File: config.mk
export PLATFORM = sky130hd
export DESIGN_NAME = mux_scan_ctrl
export DESIGN_NICKNAME = d
export VERILOG_FILES = /design/src/rtl/mux_scan_ctrl.sv
export SDC_FILE = /design/constraint.sdc
export NUM_CORES = 1
export LEC_CHECK = 0
export ABC_AREA = 1
export CAP_MARGIN = 20
export CORE_AREA = 2 2 46 91
export CTS_BUF_LIST = sky130_fd_sc_hd__clkbuf_8
export DETAILED_ROUTE_END_ITERATION = 10
export DIE_AREA = 0 0 48 93
export MAX_ROUTING_LAYER = met4
export REMOVE_ABC_BUFFERS = 1
export SYNTH_ARGS = -nofsm -noshare
export SYNTH_HDL_FRONTEND = slang
export SYNTH_SLANG_ARGS = --single-unit
File: constraint.sdc
create_clock -name clk -period 1.7 [get_ports clk]
set_input_delay 0.17 -clock clk [delete_from_list [all_inputs] [get_ports clk]]
set_output_delay 0.17 -clock clk [all_outputs]
set_load 0.02 [all_outputs]
File: src/rtl/mux_scan_ctrl.sv
`default_nettype none
// ============================================================================
//  Module      : mux_scan_ctrl
//  Description : Channel scan controller for a downstream 4-bit 8:1 mux.
//                Walks the set bits of a latched channel mask. Each channel is
//                held for (dwell+1) cycles, with a sample strobe on its last
//                cycle. Runs a single pass or repeats continuously.
//  Revision    : 1.0 - initial release
// ============================================================================
module mux_scan_ctrl #(
  parameter int DWELL_W = 4
) (
  input  logic               clk,
  input  logic               rst_n,
  input  logic               start,
  input  logic               stop,
  input  logic               mode_cont,
  input  logic [7:0]         ch_mask,
  input  logic [DWELL_W-1:0] dwell,
  output logic               sel0,
  output logic               sel1,
  output logic               sel2,
  output logic               enable,
  output logic               ch_valid,
  output logic               busy,
  output logic               done
);

  typedef enum logic [1:0] {
    S_IDLE = 2'd0,
    S_SCAN = 2'd1,
    S_DONE = 2'd2
  } state_t;

  state_t               state_q, state_d;
  logic [7:0]           mask_q, mask_d;
  logic [DWELL_W-1:0]   dwell_q, dwell_d;
  logic                 mode_q, mode_d;
  logic [DWELL_W-1:0]   cnt_q, cnt_d;
  logic [2:0]           sel_q, sel_d;
  logic                 enable_q, enable_d;
  logic                 ch_valid_q, ch_valid_d;
  logic                 busy_q, busy_d;
  logic                 done_q, done_d;

  logic [7:0]           w_above;
  logic                 w_has_next;
  logic [2:0]           w_next;
  logic [2:0]           w_first;
  logic [DWELL_W-1:0]   w_cnt_inc;

  // Index of the lowest set bit; caller guarantees the mask is non-zero
  // whenever the result is used.
  function automatic logic [2:0] lowest_set(input logic [7:0] m);
    logic [2:0] r;
    r = 3'd0;
    for (int i = 7; i >= 0; i--) begin
      if (m[i]) r = 3'(i);
    end
    return r;
  endfunction

  // Channels strictly above the current one, so skipping unmasked channels
  // costs no extra cycles.
  assign w_above    = mask_q & (8'hFE << sel_q);
  assign w_has_next = |w_above;
  assign w_next     = lowest_set(w_above);
  assign w_first    = lowest_set(mask_q);
  assign w_cnt_inc  = cnt_q + 1'b1;

  // State, latched configuration and registered outputs
  always_ff @(posedge clk or negedge rst_n) begin
    if (!rst_n) begin
      state_q    <= S_IDLE;
      mask_q     <= '0;
      dwell_q    <= '0;
      mode_q     <= 1'b0;
      cnt_q      <= '0;
      sel_q      <= 3'd0;
      enable_q   <= 1'b0;
      ch_valid_q <= 1'b0;
      busy_q     <= 1'b0;
      done_q     <= 1'b0;
    end else begin
      state_q    <= state_d;
      mask_q     <= mask_d;
      dwell_q    <= dwell_d;
      mode_q     <= mode_d;
      cnt_q      <= cnt_d;
      sel_q      <= sel_d;
      enable_q   <= enable_d;
      ch_valid_q <= ch_valid_d;
      busy_q     <= busy_d;
      done_q     <= done_d;
    end
  end

  // Next-state and next-output logic; outputs are computed one edge ahead so
  // that every port comes straight from a flop.
  always_comb begin
    state_d    = state_q;
    mask_d     = mask_q;
    dwell_d    = dwell_q;
    mode_d     = mode_q;
    cnt_d      = cnt_q;
    sel_d      = sel_q;
    enable_d   = enable_q;
    ch_valid_d = 1'b0;
    busy_d     = busy_q;
    done_d     = 1'b0;

    case (state_q)
      S_IDLE: begin
        if (start && !stop && (ch_mask != 8'h00)) begin
          state_d    = S_SCAN;
          mask_d     = ch_mask;
          dwell_d    = dwell;
          mode_d     = mode_cont;
          cnt_d      = '0;
          sel_d      = lowest_set(ch_mask);
          enable_d   = 1'b1;
          busy_d     = 1'b1;
          ch_valid_d = (dwell == '0);
        end
      end

      S_SCAN: begin
        if (stop) begin
          state_d  = S_IDLE;
          cnt_d    = '0;
          sel_d    = 3'd0;
          enable_d = 1'b0;
          busy_d   = 1'b0;
        end else if (cnt_q == dwell_q) begin
          // Last dwell cycle of this channel: move on.
          cnt_d = '0;
          if (w_has_next) begin
            sel_d      = w_next;
            ch_valid_d = (dwell_q == '0);
          end else if (mode_q) begin
            sel_d      = w_first;
            ch_valid_d = (dwell_q == '0);
          end else begin
            // End of a single pass; sel holds the last channel for one cycle.
            state_d  = S_DONE;
            enable_d = 1'b0;
            busy_d   = 1'b0;
            done_d   = 1'b1;
          end
        end else begin
          cnt_d      = w_cnt_inc;
          ch_valid_d = (w_cnt_inc == dwell_q);
        end
      end

      S_DONE: begin
        state_d  = S_IDLE;
        cnt_d    = '0;
        sel_d    = 3'd0;
        enable_d = 1'b0;
        busy_d   = 1'b0;
      end

      default: begin
        state_d  = S_IDLE;
        cnt_d    = '0;
        sel_d    = 3'd0;
        enable_d = 1'b0;
        busy_d   = 1'b0;
      end
    endcase
  end

  assign sel0     = sel_q[0];
  assign sel1     = sel_q[1];
  assign sel2     = sel_q[2];
  assign enable   = enable_q;
  assign ch_valid = ch_valid_q;
  assign busy     = busy_q;
  assign done     = done_q;

endmodule
`default_nettype wire

## Yosys cells after proc, flatten, opt, wreduce, memory -nomap -nowiden

Index checks and enable logic that the tools add are counted.

| operators by class | value |
|---|---|
| add/sub/neg operators | 1 |
| eq/ne operators | 8 |
| reductions and logical operators | 11 |
| shift operators | 1 |
| bitwise gates (word level) | 1 |
| mux-type cells | 57 |

Operators by type and width:

| kind | count |
|---|---|
| $mux W3 | 29 |
| $mux W1 | 15 |
| $mux W4 | 3 |
| $mux W2 | 5 |
| $ne A3 B3 Y1 const B | 3 |
| $and A8 B8 Y8 | 1 |
| $eq A4 B4 Y1 | 2 |
| $logic_not A4 Y1 | 2 |
| $pmux W4 S2 | 1 |
| $reduce_bool A8 Y1 | 1 |
| $reduce_or A8 Y1 | 1 |
| $shl A8 B3 Y8 const A | 1 |
| $pmux W3 S2 | 1 |
| $add A4 B1 Y4 const B | 1 |
| $ne A4 B4 Y1 const B | 1 |
| $pmux W1 S2 | 2 |
| $pmux W2 S2 | 1 |
| $reduce_and A4 Y1 | 1 |
| $reduce_and A3 Y1 | 1 |
| $eq A2 B1 Y1 const B | 1 |
| $logic_and A1 B1 Y1 | 2 |
| $logic_not A2 Y1 | 1 |
| $ne A2 B2 Y1 const B | 1 |
| $reduce_and A2 Y1 | 1 |
| $logic_not A1 Y1 | 1 |

| storage, ports and cells | value |
|---|---|
| output and inout port bits | 7 |
| bits of input ports | 17 |
| register bits after elaboration | 25 |

## Depth between registers and ports, before layout

Gate-level depths: netlist of run 1.

| depth | value |
|---|---|
| depth in word-level cells | 14 |
| mapped depth | 12 |
| gate-level depth less buffers | 12 |

## Least setup slack after synthesis of run 1

OpenSTA, ideal clock, no wires.

| timing | value |
|---|---|
| kind | flip-flop to flip-flop |
| from | reg sel_q[1] |
| to | reg sel_q[2] |
| library setup time | 0.118 ns |
| setup slack | 0.192 ns |
| period minus slack after synthesis | 1.508 ns |
| buffers on the path | 0 |
| cell stages (with the launch flop) | 11 |
| data arrival time | 1.390 ns |
| cells stage by stage | dfrtp_1 nand3_1 nand2_1 nand2_1 nor2_2 and2_4 nand3_4 nand2_2 inv_2 nand2_1 o21ai_2 |

| between the ends | value |
|---|---|
| cells in the longest elaborated chain, start to end | 14 |
| elaborated cells between the ends (all ways) | 17 |

RTL lines:

| element | RTL line | source |
|---|---|---|
| from (decl) | 40 | `logic [2:0] sel_q, sel_d;` |
| from (signal assigned) | 90 | `sel_q <= sel_d;` |
| $shl A8 B3 Y8 (*) | 65 | `assign w_above = mask_q & (8'hFE << sel_q);` |
| $and A8 B8 Y8 (*) | 65 |  |
| $mux W3 (8 in a row) | 58 | `if (m[i]) r = 3'(i);` |
| $mux W3 | 137 | `if (w_has_next) begin` |
| $mux W3 | 134 | `end else if (cnt_q == dwell_q) begin` |
| $mux W3 | 128 | `if (stop) begin` |
| $pmux W3 S2 | 112 | `case (state_q)` |

Every way passes the cells marked *; elsewhere a longest branch is shown, timed or not. The select of a mux whose other input is x is not followed.
A chain may end at the register's enable or synchronous reset.

## Final worst setup path of run 1

| timing | value |
|---|---|
| from | reg sel_q[1] |
| to | out sel1 |

RTL lines:

| element | RTL line | source |
|---|---|---|
| to (decl) | 21 | `output logic sel1,` |

No word-level cell between the ends.

==> results of run 1 <==
[through the flow]
| step | setup TNS (ns) | total power, mW | worst slack, ns |
|---|---|---|---|
| finish | 0 | 2.91 | 0.135 |
| global route | 0 | 3.20 | 0.0249 |
| CTS | 0 | 2.86 | 0.0543 |
| detailed placement | -0.860 | 2.53 | -0.104 |
| global placement | -0.483 | 2.53 | -0.133 |
| floorplan | -3.23 | 1.97 | -0.376 |
[path summary, 6_finish.rpt]
path,endpoint,slack (ns)
worst max-delay path,sel1,0.14
worst min-delay path,sel_q[1]$_DFFE_PN0P_,0.27
worst max register to register,sel_q[2]$_DFFE_PN0P_,0.16
worst min register to register,mask_q[6]$_DFFE_PN0P_,0.54
max in group asynchronous,sel_q[2]$_DFFE_PN0P_,1.17
min in group clk,mode_q$_DFFE_PN0P_,0.45
[power by group]
group | leakage [nW] | internal [mW] | switching [mW]
Clock | 0.0216 | 0.158 | 0.176
Combinational | 0.604 | 0.651 | 0.874
Sequential | 0.304 | 0.787 | 0.262
Total | 0.929 | 1.60 | 1.31
[cells in the mapped netlist, types with 2 or more instances]
library cell,instances
a21oi_1,7
xnor2_1,3
o21ai_1,11
dfrtp_1,24
nor3_2,3
o21ai_0,8
nand3_1,14
or2_1,2
xor2_1,3
buf_2,2
nor2_2,2
nand2_2,2
nand4_1,2
nor3_1,4
nor2_1,10
nand2_1,64
inv_1,25
inv_2,3
[logic make-up (layout without fill, tap and decap cells)]
| logic type | Yosys count | count (layout) |
|---|---|---|
| AO/OA/AOI/OAI | 29 | 29 |
| XOR/XNOR | 6 | 6 |
| adder cells (fa/ha/maj) | 1 | 1 |
| buffers and inverters | 32 | 70 |
| flip-flops | 24 | 24 |
| AND/OR/NAND/NOR | 108 | 108 |
[layer usage]
layer | vias up | wire, um | track usage (%)
li1 | 717 | - | -
met1 | 632 | 1280 | 17.8
met2 | 19 | 2220 | 36.0
met3 | 8 | 61 | 2.32
met4 | 0 | 76 | 8.56
met5 | - | 0 | -
[final cells by class]
type | instances | area, um^2
tap | 51 | 63.8
timing repair buffer | 38 | 343
sequential | 24 | 604
inverter | 29 | 109
clock buffer | 3 | 41.3
fill | 401 | 1900
multi-input combinational | 144 | 747
[what timing repair did]
action | CTS | global route
hold buffers | 0 | 0
resized for setup | 0 | 9
endpoints found under the setup margin | 0 | 5
buffers inserted | 0 | 1
[registers in the layout, summed over array words and instances, names as in the netlist]
name / cells
sel_q: 3
done: 1
ch_valid: 1
mode_q: 1
cnt_q: 4
dwell_q: 4
mask_q: 8
state_q: 2
==> run metrics, run 1 <==
status completed; post-synthesis sequential area ratio between 40% and 50%; Mean Syn Cell Area between 7 and 8 um^2; RSZ-0062 raised after global routing false; CP endpoint kind output pin; HPWL Detailed 3.03 mm; Antenna diodes 0; DRC Markers 0; placed cells 285; crit-path leading delay family buffers and inverters; Chip Height 93 um; largest net degree at the start of global routing 25; all-layer global routing usage between 10% and 20%; CTS tree yes; Fin. Hold Viols 0; later-pin clock latency in the skew report about 0.26 ns; root buf cell clkbuf_8; post-route minimum period between 1.5 and 2 ns; RR Startpoint sel_q[1]$_DFFE_PN0P_; vias in the first global route between 1,000 and 1,500; Pre-antenna DRT Iters 2; first-pass GRT wire length 6.03 mm; CP required 1.53 ns; CTS clk-pin slew, worst paths roughly 0.08 ns; reg2reg path depth 10; Clock Tree Buf Depth 2; port bufs 23; CP Buf/Inv Count 1; kind of critical path register to output pin; multiplexer share of the synthesized area 0%; post-route cell area 0.00191 mm^2; area fraction in compound gates after synthesis a little over a tenth; Worst-Margin Slew between 0.3 and 0.4 ns; main combinational cell family by area after synthesis simple AND/OR/NAND/NOR gates; non-filler instance count after layout about 290; DR vias approximately 1,400; commonest non-fill, non-tap cell in the layout nand2_1; Fmax achieved 639 MHz; Slew headroom approximately 78%; CP startpoint sel_q[1]$_DFFE_PN0P_; Site Rows 32; initial antenna violation count 0; Sink Count 24; Cell Area, Placed about 0.0018 mm^2; most area-consuming cells after synthesis dfrtp_1 (41%), nand2_1 (17%), inv_1 (6.5%); Total Nets Final roughly 260; slowest cell on the critical path clkdlybuf4s50_1; asr flop ratio synth 100%; Cell Pwr Density 1520 mW/mm^2; final setup fails 0; worst path arrival time roughly 1.4 ns; share of post-route cells with drive strength above 1 approximately 16%; Final period util between 90 and 100%; VDD IR max approximately 0.00069 V; Layout area overhead 31.6%; number of flops mapped to enable cells by yosys 0; H-tree depth 1; Iter 0 DRT Violations 21; crit-path max cell delay around 0.64 ns; mapped cell area ~0.0015 mm^2; MaxCap Viol Count 0; grt ovf 0; total leakage power slightly above 0.9 nW; Initial Util a little under two fifths; worst hold slack around 0.27 ns; post-synthesis xor/xnor area fraction around 3.6%; Synth Instances 200; wirelength, routed around 3.6 mm; Yosys cell types 29; post-synth top area cell dfrtp_1; Final Util 50.2%; Hold Crit Class primary input to async pin; critical path cell sequence clkdlybuf4s50_1; WL/cell between 10 and 15 um; Slew Limit Fails 0; via/cell ratio between 4 and 5; Synthesis Warnings 0; fraction of the mapped netlist area in simple logic gates between 30 and 40%; critical path depth 1; Clock Skews about 0.0049 ns; Routed Antenna Nets 0; GPL Wtd Cong 0.790; area of the core between 0.003 and 0.004 mm^2; CTS buffer count 3; CP Launch Type register; crit path max fanout 8; I/O pins 24; Primary FF master, synth dfrtp_1; Yosys reg bits 24; Synth Area in Adders less than 1%; Chip Width 48 um; full die area ~0.0045 mm^2; commonest non-fill, non-tap cells in the layout nand2_1 (63), inv_1 (25), clkdlybuf4s50_1 (23); post-synth top area share roughly 41%
No activity file was read; power rests on OpenSTA's default activity.
==> run 2: changes to the inputs <==
--- a/config.mk
+++ b/config.mk
@@ -7,11 +7,13 @@
 export LEC_CHECK = 0
 export ABC_AREA = 1
 export CAP_MARGIN = 20
-export CORE_AREA = 2 2 46 91
+export CORE_AREA = 2 2 53 55
 export CTS_BUF_LIST = sky130_fd_sc_hd__clkbuf_8
 export DETAILED_ROUTE_END_ITERATION = 10
-export DIE_AREA = 0 0 48 93
+export DIE_AREA = 0 0 55 57
+export HOLD_SLACK_MARGIN = 0.05
 export MAX_ROUTING_LAYER = met4
+export PLACE_DENSITY = 0.84
 export REMOVE_ABC_BUFFERS = 1
 export SYNTH_ARGS = -nofsm -noshare
 export SYNTH_HDL_FRONTEND = slang
==> constraint.sdc (replaced) <==
create_clock -name clk -period 1.9 [get_ports clk]
set_input_delay 0.19 -clock clk [delete_from_list [all_inputs] [get_ports clk]]
set_output_delay 0.19 -clock clk [all_outputs]
set_load 0.02 [all_outputs]
==> run metrics, run 2 (same netlist as run 1, synthesis figures left out) <==
total leakage power 0.893 nW (was 0.929 nW); CTS clk-pin slew, worst paths 0.09 ns (was 0.08 ns); Final Util 68.9% (was 50.2%); Net Sw Frac 43.1% (was 45.1%); CP startpoint sel_q[1]$_DFFE_PN0P_ (unchanged); initial antenna violation count 0 (unchanged); Clock Tree Buf Depth 2 (unchanged); Layout area overhead 24.3% (was 31.6%); setup slack after layout 0.288 ns (was 0.135 ns); largest net degree at the start of global routing 25 (unchanged); CTS Hold Bufs 0 (unchanged); VDD IR max 0.000967 V (was 0.000685 V); WL/cell 11.8 um (was 12.6 um); CP Launch Type register (unchanged); Pre-antenna DRT Iters 4 (was 2); MaxCap Viol Count 0 (unchanged); RR Startpoint sel_q[1]$_DFFE_PN0P_ (unchanged); H-tree depth 1 (unchanged); Iter 0 DRT Violations 45 (was 21); RSZ-0062 raised after global routing false (unchanged); grt ovf 0 (unchanged); Initial Util 55.5% (was 38.1%); crit-path max cell delay 0.65 ns (was 0.64 ns); area of the core 0.00262 mm^2 (was 0.00380 mm^2); CP endpoint kind output pin (unchanged); Clock Skews 0.00463 ns (was 0.00493 ns); GPL Wtd Cong 0.814 (was 0.790); Routed Antenna Nets 0 (unchanged); worst path arrival time 1.42 ns (was 1.39 ns); root buf cell clkbuf_8 (unchanged); post-CTS setup buffers 0 (unchanged); status completed (unchanged); Comb pwr share 47.5% (was 52.4%); Slew headroom 78.6% (was 78.5%); Largest register FFs 8 (unchanged); via/cell ratio 5.20 (was 4.76); Sw Pwr 1.12 mW (was 1.31 mW); Final period util 84.8%; slowest cell on the critical path clkdlybuf4s50_1 (unchanged); total power 2.60 mW (was 2.91 mW); commonest non-fill, non-tap cell in the layout nand2_1 (unchanged); Fin. Hold Viols 0 (unchanged); commonest non-fill, non-tap cells in the layout nand2_1 (64), inv_1 (25), dfrtp_1 (24) (was nand2_1 (63), inv_1 (25), clkdlybuf4s50_1 (23)); CTS tree yes (unchanged); Top reg by flops mask_q (unchanged); DR vias 1,348 (was 1,376); crit path max fanout 8 (unchanged); internal power 1.48 mW (was 1.60 mW); Worst-Margin Slew 0.320 ns (was 0.323 ns); CP required 1.71 ns (was 1.53 ns); Sink Count 24 (unchanged); I/O pins 24 (unchanged); Antenna diodes 0 (unchanged); vias in the first global route 1,238 (was 1,396); full die area 0.00314 mm^2 (was 0.00446 mm^2); later-pin clock latency in the skew report 0.27 ns (was 0.26 ns); CTS buffer count 3 (unchanged); first-pass GRT wire length 5.31 mm (was 6.03 mm); final setup fails 0 (unchanged); kind of critical path register to output pin (unchanged); post-route minimum period between 1.5 and 2 ns; Hold Crit Class primary input to async pin (unchanged); Site Rows 19 (was 32); Clock Power Share 17.4% (was 11.5%); Total Nets Final 247 (was 258); CP Buf/Inv Count 1 (unchanged); crit-path leading delay family buffers and inverters (unchanged); Chip Width 55 um (was 48 um); port bufs 23 (unchanged); Setup Slack @ Placement 0.0745 ns (was -0.104 ns); HPWL Detailed 2.28 mm (was 3.03 mm); Slew Limit Fails 0 (unchanged); DRC Markers 0 (unchanged); share of post-route cells with drive strength above 1 10.1% (was 16.4%); post-route cell area 0.00180 mm^2 (was 0.00191 mm^2); Cell Area, Placed 0.00173 mm^2 (was 0.00183 mm^2); Cell Pwr Density 1440 mW/mm^2 (was 1520 mW/mm^2); post_cts resized 0 (unchanged); sequential power share 35.1% (was 36.1%); wirelength, routed 3.06 mm (was 3.63 mm); critical path cell sequence clkdlybuf4s50_1 (unchanged); worst hold slack 0.265 ns (about the same); Chip Height 57 um (was 93 um); top flop regs mask_q: 8 flops, cnt_q: 4 flops, dwell_q: 4 flops (unchanged); Fmax achieved slightly above 600 MHz; all-layer global routing usage 23.6% (was 19.4%)
## run 2: cell count changes in the layout (fill, tap and decap cells not counted), moves of 2 or more
cell | before | now
dfrtp_1 | 21 | 24
buf_4 | 15 | 4
nand3_1 | 12 | 14
nand3_2 | 2 | 0
dfrtp_2 | 3 | 0
## run 2: power by group through the flow
stage	sequential [mW]	clock (mW)	combinational, mW
3_3_place_gp	0.906	0	1.19
3_5_place_dp	0.912	0	1.22
5_1_grt	0.934	0.482	1.40
2_1_floorplan	0.921	0	0.843
6_report	0.914	0.453	1.24
4_1_cts	0.907	0.456	1.24
## run 2: final timing paths
path / endpoint / depth (start not counted) / slack, ns
max reg2reg: sel_q[1]$_DFFE_PN0P_ / 10 / 0.34
min: dwell_q[3]$_DFFE_PN0P_ / 2 / 0.27
min in group clk: dwell_q[2]$_DFFE_PN0P_ / 3 / 0.47
max in group asynchronous: mask_q[7]$_DFFE_PN0P_ / 2 / 1.39
min reg2reg: dwell_q[3]$_DFFE_PN0P_ / 2 / 0.56
max: sel1 / 1 / 0.29
## run 2: through the flow
step | setup TNS (ns) | std cells
after floorplan | -0.658 | 197
after global placement | 0 | 255
after detailed placement | 0 | 255
after CTS | 0 | 259
after global routing | 0 | 259
final | 0 | 259
## run 2: per-layer routing
metal / share of wire, % / up-vias / global-route usage, %
met5: 0 / - / -
met4: 1.8 / 0 / 8.36
met3: 3.8 / 5 / 2.36
met2: 46 / 42 / 35.5
met1: 49 / 603 / 32.9
li1: - / 698 / -
## run 2: area by class of cell
class | count | area (um^2)
Fill cell | 220 | 812
Sequential cell | 24 | 601
Multi-Input combinational cell | 144 | 723
Clock buffer | 3 | 41.3
Tap cell | 31 | 38.8
Timing Repair Buffer | 27 | 260
Clock inverter | 1 | 30.0
Inverter | 29 | 109
==> run 3: changes to the inputs <==
--- a/config.mk
+++ b/config.mk
@@ -7,13 +7,13 @@
 export LEC_CHECK = 0
 export ABC_AREA = 1
 export CAP_MARGIN = 20
-export CORE_AREA = 2 2 53 55
+export CORE_AREA = 2 2 40 78
 export CTS_BUF_LIST = sky130_fd_sc_hd__clkbuf_8
 export DETAILED_ROUTE_END_ITERATION = 10
-export DIE_AREA = 0 0 55 57
+export DIE_AREA = 0 0 42 80
 export HOLD_SLACK_MARGIN = 0.05
 export MAX_ROUTING_LAYER = met4
-export PLACE_DENSITY = 0.84
+export PLACE_DENSITY = 0.79
 export REMOVE_ABC_BUFFERS = 1
 export SYNTH_ARGS = -nofsm -noshare
 export SYNTH_HDL_FRONTEND = slang
==> constraint.sdc (replaced) <==
create_clock -name clk -period 1.65 [get_ports clk]
set_input_delay 0.165 -clock clk [delete_from_list [all_inputs] [get_ports clk]]
set_output_delay 0.165 -clock clk [all_outputs]
set_load 0.02 [all_outputs]
==> run metrics, run 3 (same netlist as run 1, synthesis figures left out) <==
VDD IR max 0.000986 V (was 0.000967 V); CTS buffer count 3 (unchanged); port bufs 23 (unchanged); filler cell count in the final layout 228 (was 220); total leakage power 0.944 nW (was 0.893 nW); full die area 0.00336 mm^2 (was 0.00314 mm^2); Slew Limit Fails 0 (unchanged); area of the core 0.00274 mm^2 (was 0.00262 mm^2); Chip Width 42 um (was 55 um); vias in the first global route 1,392 (was 1,238); CTS tree yes (unchanged); Clock Tree Buf Depth 2 (unchanged); Sink Count 24 (unchanged); post-route cell area 0.00191 mm^2 (was 0.00180 mm^2); Worst-Margin Slew 0.322 ns (was 0.320 ns); DR vias 1,376 (was 1,348); Cell Area, Placed 0.00182 mm^2 (was 0.00173 mm^2); wirelength, routed 3.45 mm (was 3.06 mm); Total Nets Final 261 (was 247); post-route minimum period 1.54 ns; share of post-route cells with drive strength above 1 16.6% (was 10.1%); CP endpoint kind register (was output pin); Final period util just over 90%; HPWL Detailed 2.75 mm (was 2.28 mm); Initial Util 53.0% (was 55.5%); Hold Crit Class primary input to async pin (unchanged); CTS Hold Bufs 0 (unchanged); all-layer global routing usage 23.5% (was 23.6%); MaxCap Viol Count 0 (unchanged); CP Launch Type primary input (was register); CTS clk-pin slew, worst paths 0.08 ns (was 0.09 ns); final setup fails 0 (unchanged); crit-path max cell delay 0.45 ns (was 0.65 ns); Antenna diodes 0 (unchanged); worst hold slack 0.251 ns (was 0.265 ns); commonest non-fill, non-tap cells in the layout nand2_1 (63), inv_1 (25), clkdlybuf4s50_1 (23) (was nand2_1 (64), inv_1 (25), dfrtp_1 (24)); Clock Skews 0.00366 ns (was 0.00463 ns); top flop regs mask_q: 8 flops, cnt_q: 4 flops, dwell_q: 4 flops (unchanged); Top reg by flops mask_q (unchanged); Site Rows 27 (was 19); DRC Markers 0 (unchanged); I/O pins 24 (unchanged); worst path arrival time 1.70 ns (was 1.42 ns); Routed Antenna Nets 0 (unchanged); Pre-antenna DRT Iters 6 (was 4); kind of critical path primary input to register (was register to output pin); Largest register FFs 8 (unchanged); crit path max fanout 4 (was 8); initial antenna violation count 0 (unchanged); via/cell ratio 5.10 (was 5.20); Fmax achieved 650 MHz; later-pin clock latency in the skew report 0.27 ns (about the same); commonest non-fill, non-tap cell in the layout nand2_1 (unchanged); Iter 0 DRT Violations 24 (was 45); root buf cell clkbuf_8 (unchanged); WL/cell 12.8 um (was 11.8 um); GPL Wtd Cong 0.891 (was 0.814); first-pass GRT wire length 5.88 mm (was 5.31 mm); CP required 1.82 ns (was 1.71 ns); RSZ-0062 raised after global routing false (unchanged); slowest cell on the critical path clkdlybuf4s50_1 (unchanged); largest net degree at the start of global routing 25 (unchanged); H-tree depth 1 (unchanged); status completed (unchanged); Fin. Hold Viols 0 (unchanged); Slew headroom 78.6% (about the same); Layout area overhead 31.4% (was 24.3%); Chip Height 80 um (was 57 um); Cell Pwr Density 1560 mW/mm^2 (was 1440 mW/mm^2); critical path cell sequence clkdlybuf4s50_1 > or2_1 > nor3_2 > nand2_1 > nand2_2 > nand2_2 > nand2_4 > clkinv_1 > nand2_2 > inv_2 > nand2_1 > nand2_1 (was clkdlybuf4s50_1); grt ovf 0 (unchanged)
[run 3: cell types whose count changed in the layout (fill, tap and decap cells not counted), sizes merged]
| cell | delta |
|---|---|
| buf | +14 |
| bufinv | -1 |
[run 3: critical path, delay by kind of cell]
family        cells  cell delay, ns
buf+inv           3            0.56
simple gates      9            0.97
[run 3: through the flow]
step                      instances  power, mW  utilization (%)  worst slack (ns)  setup TNS [ns]
final                           270       2.98             69.6             0.111               0
after global routing            270       3.25             69.6          0.000647               0
after CTS                       266       2.92             67.9            0.0415               0
after detailed placement        263       2.57             66.4           -0.0970           -1.03
after global placement          263       2.54             66.4           -0.0741          -0.549
after floorplan                 197       2.03                -            -0.426           -3.98
[run 3: worst paths after layout]
path	start	end	slack [ns]	depth (start not counted)
min in group clk	mode_cont	mode_q$_DFFE_PN0P_	0.44	3
worst min-delay path	rst_n	dwell_q[1]$_DFFE_PN0P_	0.25	2
max in group asynchronous	rst_n	sel_q[1]$_DFFE_PN0P_	1.13	2
worst min register to register	mask_q[6]$_DFFE_PN0P_	mask_q[6]$_DFFE_PN0P_	0.55	2
worst max-delay path	ch_mask[3]	sel_q[1]$_DFFE_PN0P_	0.11	12
worst max register to register	sel_q[1]$_DFFE_PN0P_	sel_q[1]$_DFFE_PN0P_	0.13	9
[run 3: repair_timing]
| item | in CTS | in global routing |
|---|---|---|
| endpoints found under the setup margin | 0 | 6 |
| resized for setup | 0 | 6 |
| setup buffers | 0 | 4 |
[run 3: where the power goes]
group          internal (mW)  switching (mW)
Clock                  0.164           0.183
Combinational          0.686           0.890
Sequential             0.811           0.249
[run 3: layer usage]
metal  track usage [%]  wire length (um)  up-vias
li1                  -                 -      723
met1              23.7              1260      628
met2              45.8              2070       18
met3              1.36                53        7
met4              8.71                65        0
met5                 -                 0        -
[run 3: cell type report]
type	instances	area, um^2	share of cell area [%]
Multi-Input combinational cell	144	737	38.7
Sequential cell	24	604	31.7
Timing Repair Buffer	41	378	19.8
Inverter	29	109	5.71
Clock buffer	3	41.3	2.17
Tap cell	29	36.3	1.90
==> patch, RTL diff (config.mk and constraints of run 3) <==
Register the input `start` before use, without a reset. The logic sees it one clock later. The other inputs are not delayed to match.
--- a/src/rtl/mux_scan_ctrl.sv
+++ b/src/rtl/mux_scan_ctrl.sv
@@ -31,6 +31,12 @@
     S_SCAN = 2'd1,
     S_DONE = 2'd2
   } state_t;
+
+  logic start_q;
+
+  always_ff @(posedge clk) begin
+    start_q <= start;
+  end
 
   state_t               state_q, state_d;
   logic [7:0]           mask_q, mask_d;
@@ -111,7 +117,7 @@
 
     case (state_q)
       S_IDLE: begin
-        if (start && !stop && (ch_mask != 8'h00)) begin
+        if (start_q && !stop && (ch_mask != 8'h00)) begin
           state_d    = S_SCAN;
           mask_d     = ch_mask;
           dwell_d    = dwell;
Formal check against the unedited RTL: not equivalent (Yosys sat finds a counterexample within 4 cycles, from zero or initial values and one cycle with rst_n low).
==> patch against run 3 <==
Final area is 8.4% higher. Worst setup slack got worse by 0.070 ns. Sequential cell count rose by 1. Highest routed layer unchanged. Sequential share of layout area shrank 1.6 points. Hold slack got worse by 0.0047 ns. Synthesized area grew 1.9%. Total power rose by 10%. Routed wire length up 15%.
==> patch: results (changes against run 3) <==
- Outcome: finished, final reports clean (unchanged)
- Slowest-stage cell, CP: dfrtp_1 (was clkdlybuf4s50_1)
- Vias: 1,507 (was 1,376)
- Peak VDD IR: 1.04 mV (was 0.986 mV)
- Clock skew: 0.00281 ns (was 0.00366 ns)
- Routed WL: 3960 um (was 3450 um)
- CTS tree: yes (unchanged)
- Htree depth: 1 (unchanged)
- GR Layer Usage met3: 1.58% (was 1.36%)
- Ratio of cells with drive above 1 in the final layout: 23.5% (was 16.6%)
- Post-synthesis sequential area ratio: 42.0% (was 41.4%)
- Top sig layer: met4 (unchanged)
- Antenna violations before repair: 0 (unchanged)
- Cell count after synthesis: 202 (was 200)
- Largest registers: mask_q (8), cnt_q (4), dwell_q (4) (unchanged)
- Post-CTS Setup Inserts: 0 (unchanged)
- Vias in the first global route: 1,568 (was 1,392)
- Area contributors post-synth: dfrtp_1 (41%), nand2_1 (16%), inv_1 (7.4%) (was dfrtp_1 (41%), nand2_1 (17%), inv_1 (6.5%))
- All-Layer GR Usage: 26.6% (was 23.5%)
- HP Class: in -> async (unchanged)
- M1 GR Usage: 24.1% (was 23.7%)
- Post-synth cell types: 28 (was 29)
- Met2 usage: 51.6% (was 45.8%)
- Post-DP Area: 0.00190 mm^2 (was 0.00182 mm^2)
- 1st-iter DRT viols: 53 (was 24)
- Final #Nets: 274 (was 261)
- Pre-CTS setup slack: -0.0924 ns (was -0.0970 ns)
- DRT Pass-1 Iters: 4 (was 6)
- Largest net degree at the start of global routing: 25 (unchanged)
- Post-CTS Resized: 1 (was 0)
- Worst-Skew Late Latency: 0.27 ns (about the same)
- Clock buffer depth: 2 (unchanged)
- First-pass GRT wire length: 6520 um (was 5880 um)
- Met2 Routed Length: 2340 um (was 2070 um)
- Placed Cells incl. Taps: 274 (was 263)
- Clock transition at path regs: 0.09 ns
- Top delay family on crit path: simple AND/OR/NAND/NOR gates (unchanged)
- Worst path max stage delay: 0.44 ns
- Synth async-reset ratio: 96.0% (was 100%)
- Routability cong.: 0.875 (was 0.891)
- Met3 WL post-DR: 90 um (was 53 um)
- Wl on met1: 1340 um (was 1260 um)
- Detailed placement HPWL: 3040 um (was 2750 um)
- Switching Fraction: 45.4% (was 44.3%)
- IO Port Bufs: 23 (unchanged)
- P_leak: 1.08 nW (was 0.944 nW)
- Antenna Diode Count: 0 (unchanged)
- Root Buffer Master: clkbuf_8 (unchanged)
- Cts bufs inserted: 3 (unchanged)
- Max_slew headroom: 72.5% (was 78.6%)
- Commonest cells post-synth: nand2_1 (62), inv_1 (29), dfrtp_1 (24) (was nand2_1 (64), inv_1 (25), dfrtp_1 (24))
- Crit-path max FO: 5 (was 4)
- Yosys warns: 0 (unchanged)
- CP Data Arrival Time: 1.79 ns (was 1.70 ns)
- Post-DR wirelength/cell: 14.0 um (was 12.8 um)
[patch: changes by cell type in the layout (fill, tap and decap cells not counted), sizes merged, moves of 2 or more]
cell / before / now
o21a: 0 / 2
inv: 28 / 31
nor3: 7 / 4
xor2: 3 / 5
nand2: 67 / 65
nor2: 12 / 18
buf: 18 / 29
nand3: 15 / 17
a21oi: 7 / 4
[patch: final timing paths]
path / slack (ns) / cells past startpoint / startpoint / to
worst max-delay path: 0.04 / 8 / sel_q[2] / ch_valid
worst min-delay path: 0.25 / 2 / rst_n / mode_q
worst max register to register: 0.04 / 8 / sel_q[2] / ch_valid
worst min register to register: 0.58 / 2 / mask_q[0] / mask_q[0]
max in group asynchronous: 1.14 / 2 / rst_n / sel_q[1]
min in group clk: 0.33 / 1 / start / start_q
[patch: layout make-up]
class	count	area (um^2)
clock buffer	3	41.3
clock inverter	1	3.75
fill	209	671
inverter	30	113
multi-input combinational	145	807
timing repair buffer	51	442
sequential	25	623
tap	29	36.3
[patch: cell families after synthesis]
| family | after synthesis | synth area share [%] |
|---|---|---|
| AO/OA/AOI/OAI | 27 | 10.2 |
| XOR/XNOR | 8 | 4.74 |
| adder cells (fa/ha/maj) | 1 | 0.847 |
| buffers and inverters | 32 | 8.47 |
| flip-flops | 25 | 42.0 |
| AND/OR/NAND/NOR | 109 | 33.8 |
[patch: power by group through the flow]
| stage | Sequential [mW] | Clock (mW) | Combinational (mW) |
|---|---|---|---|
| after floorplan | 1.08 | 0 | 0.944 |
| after global placement | 1.08 | 0 | 1.52 |
| after detailed placement | 1.08 | 0 | 1.57 |
| after CTS | 1.07 | 0.363 | 1.58 |
| after global routing | 1.15 | 0.394 | 2.01 |
| final | 1.12 | 0.359 | 1.82 |
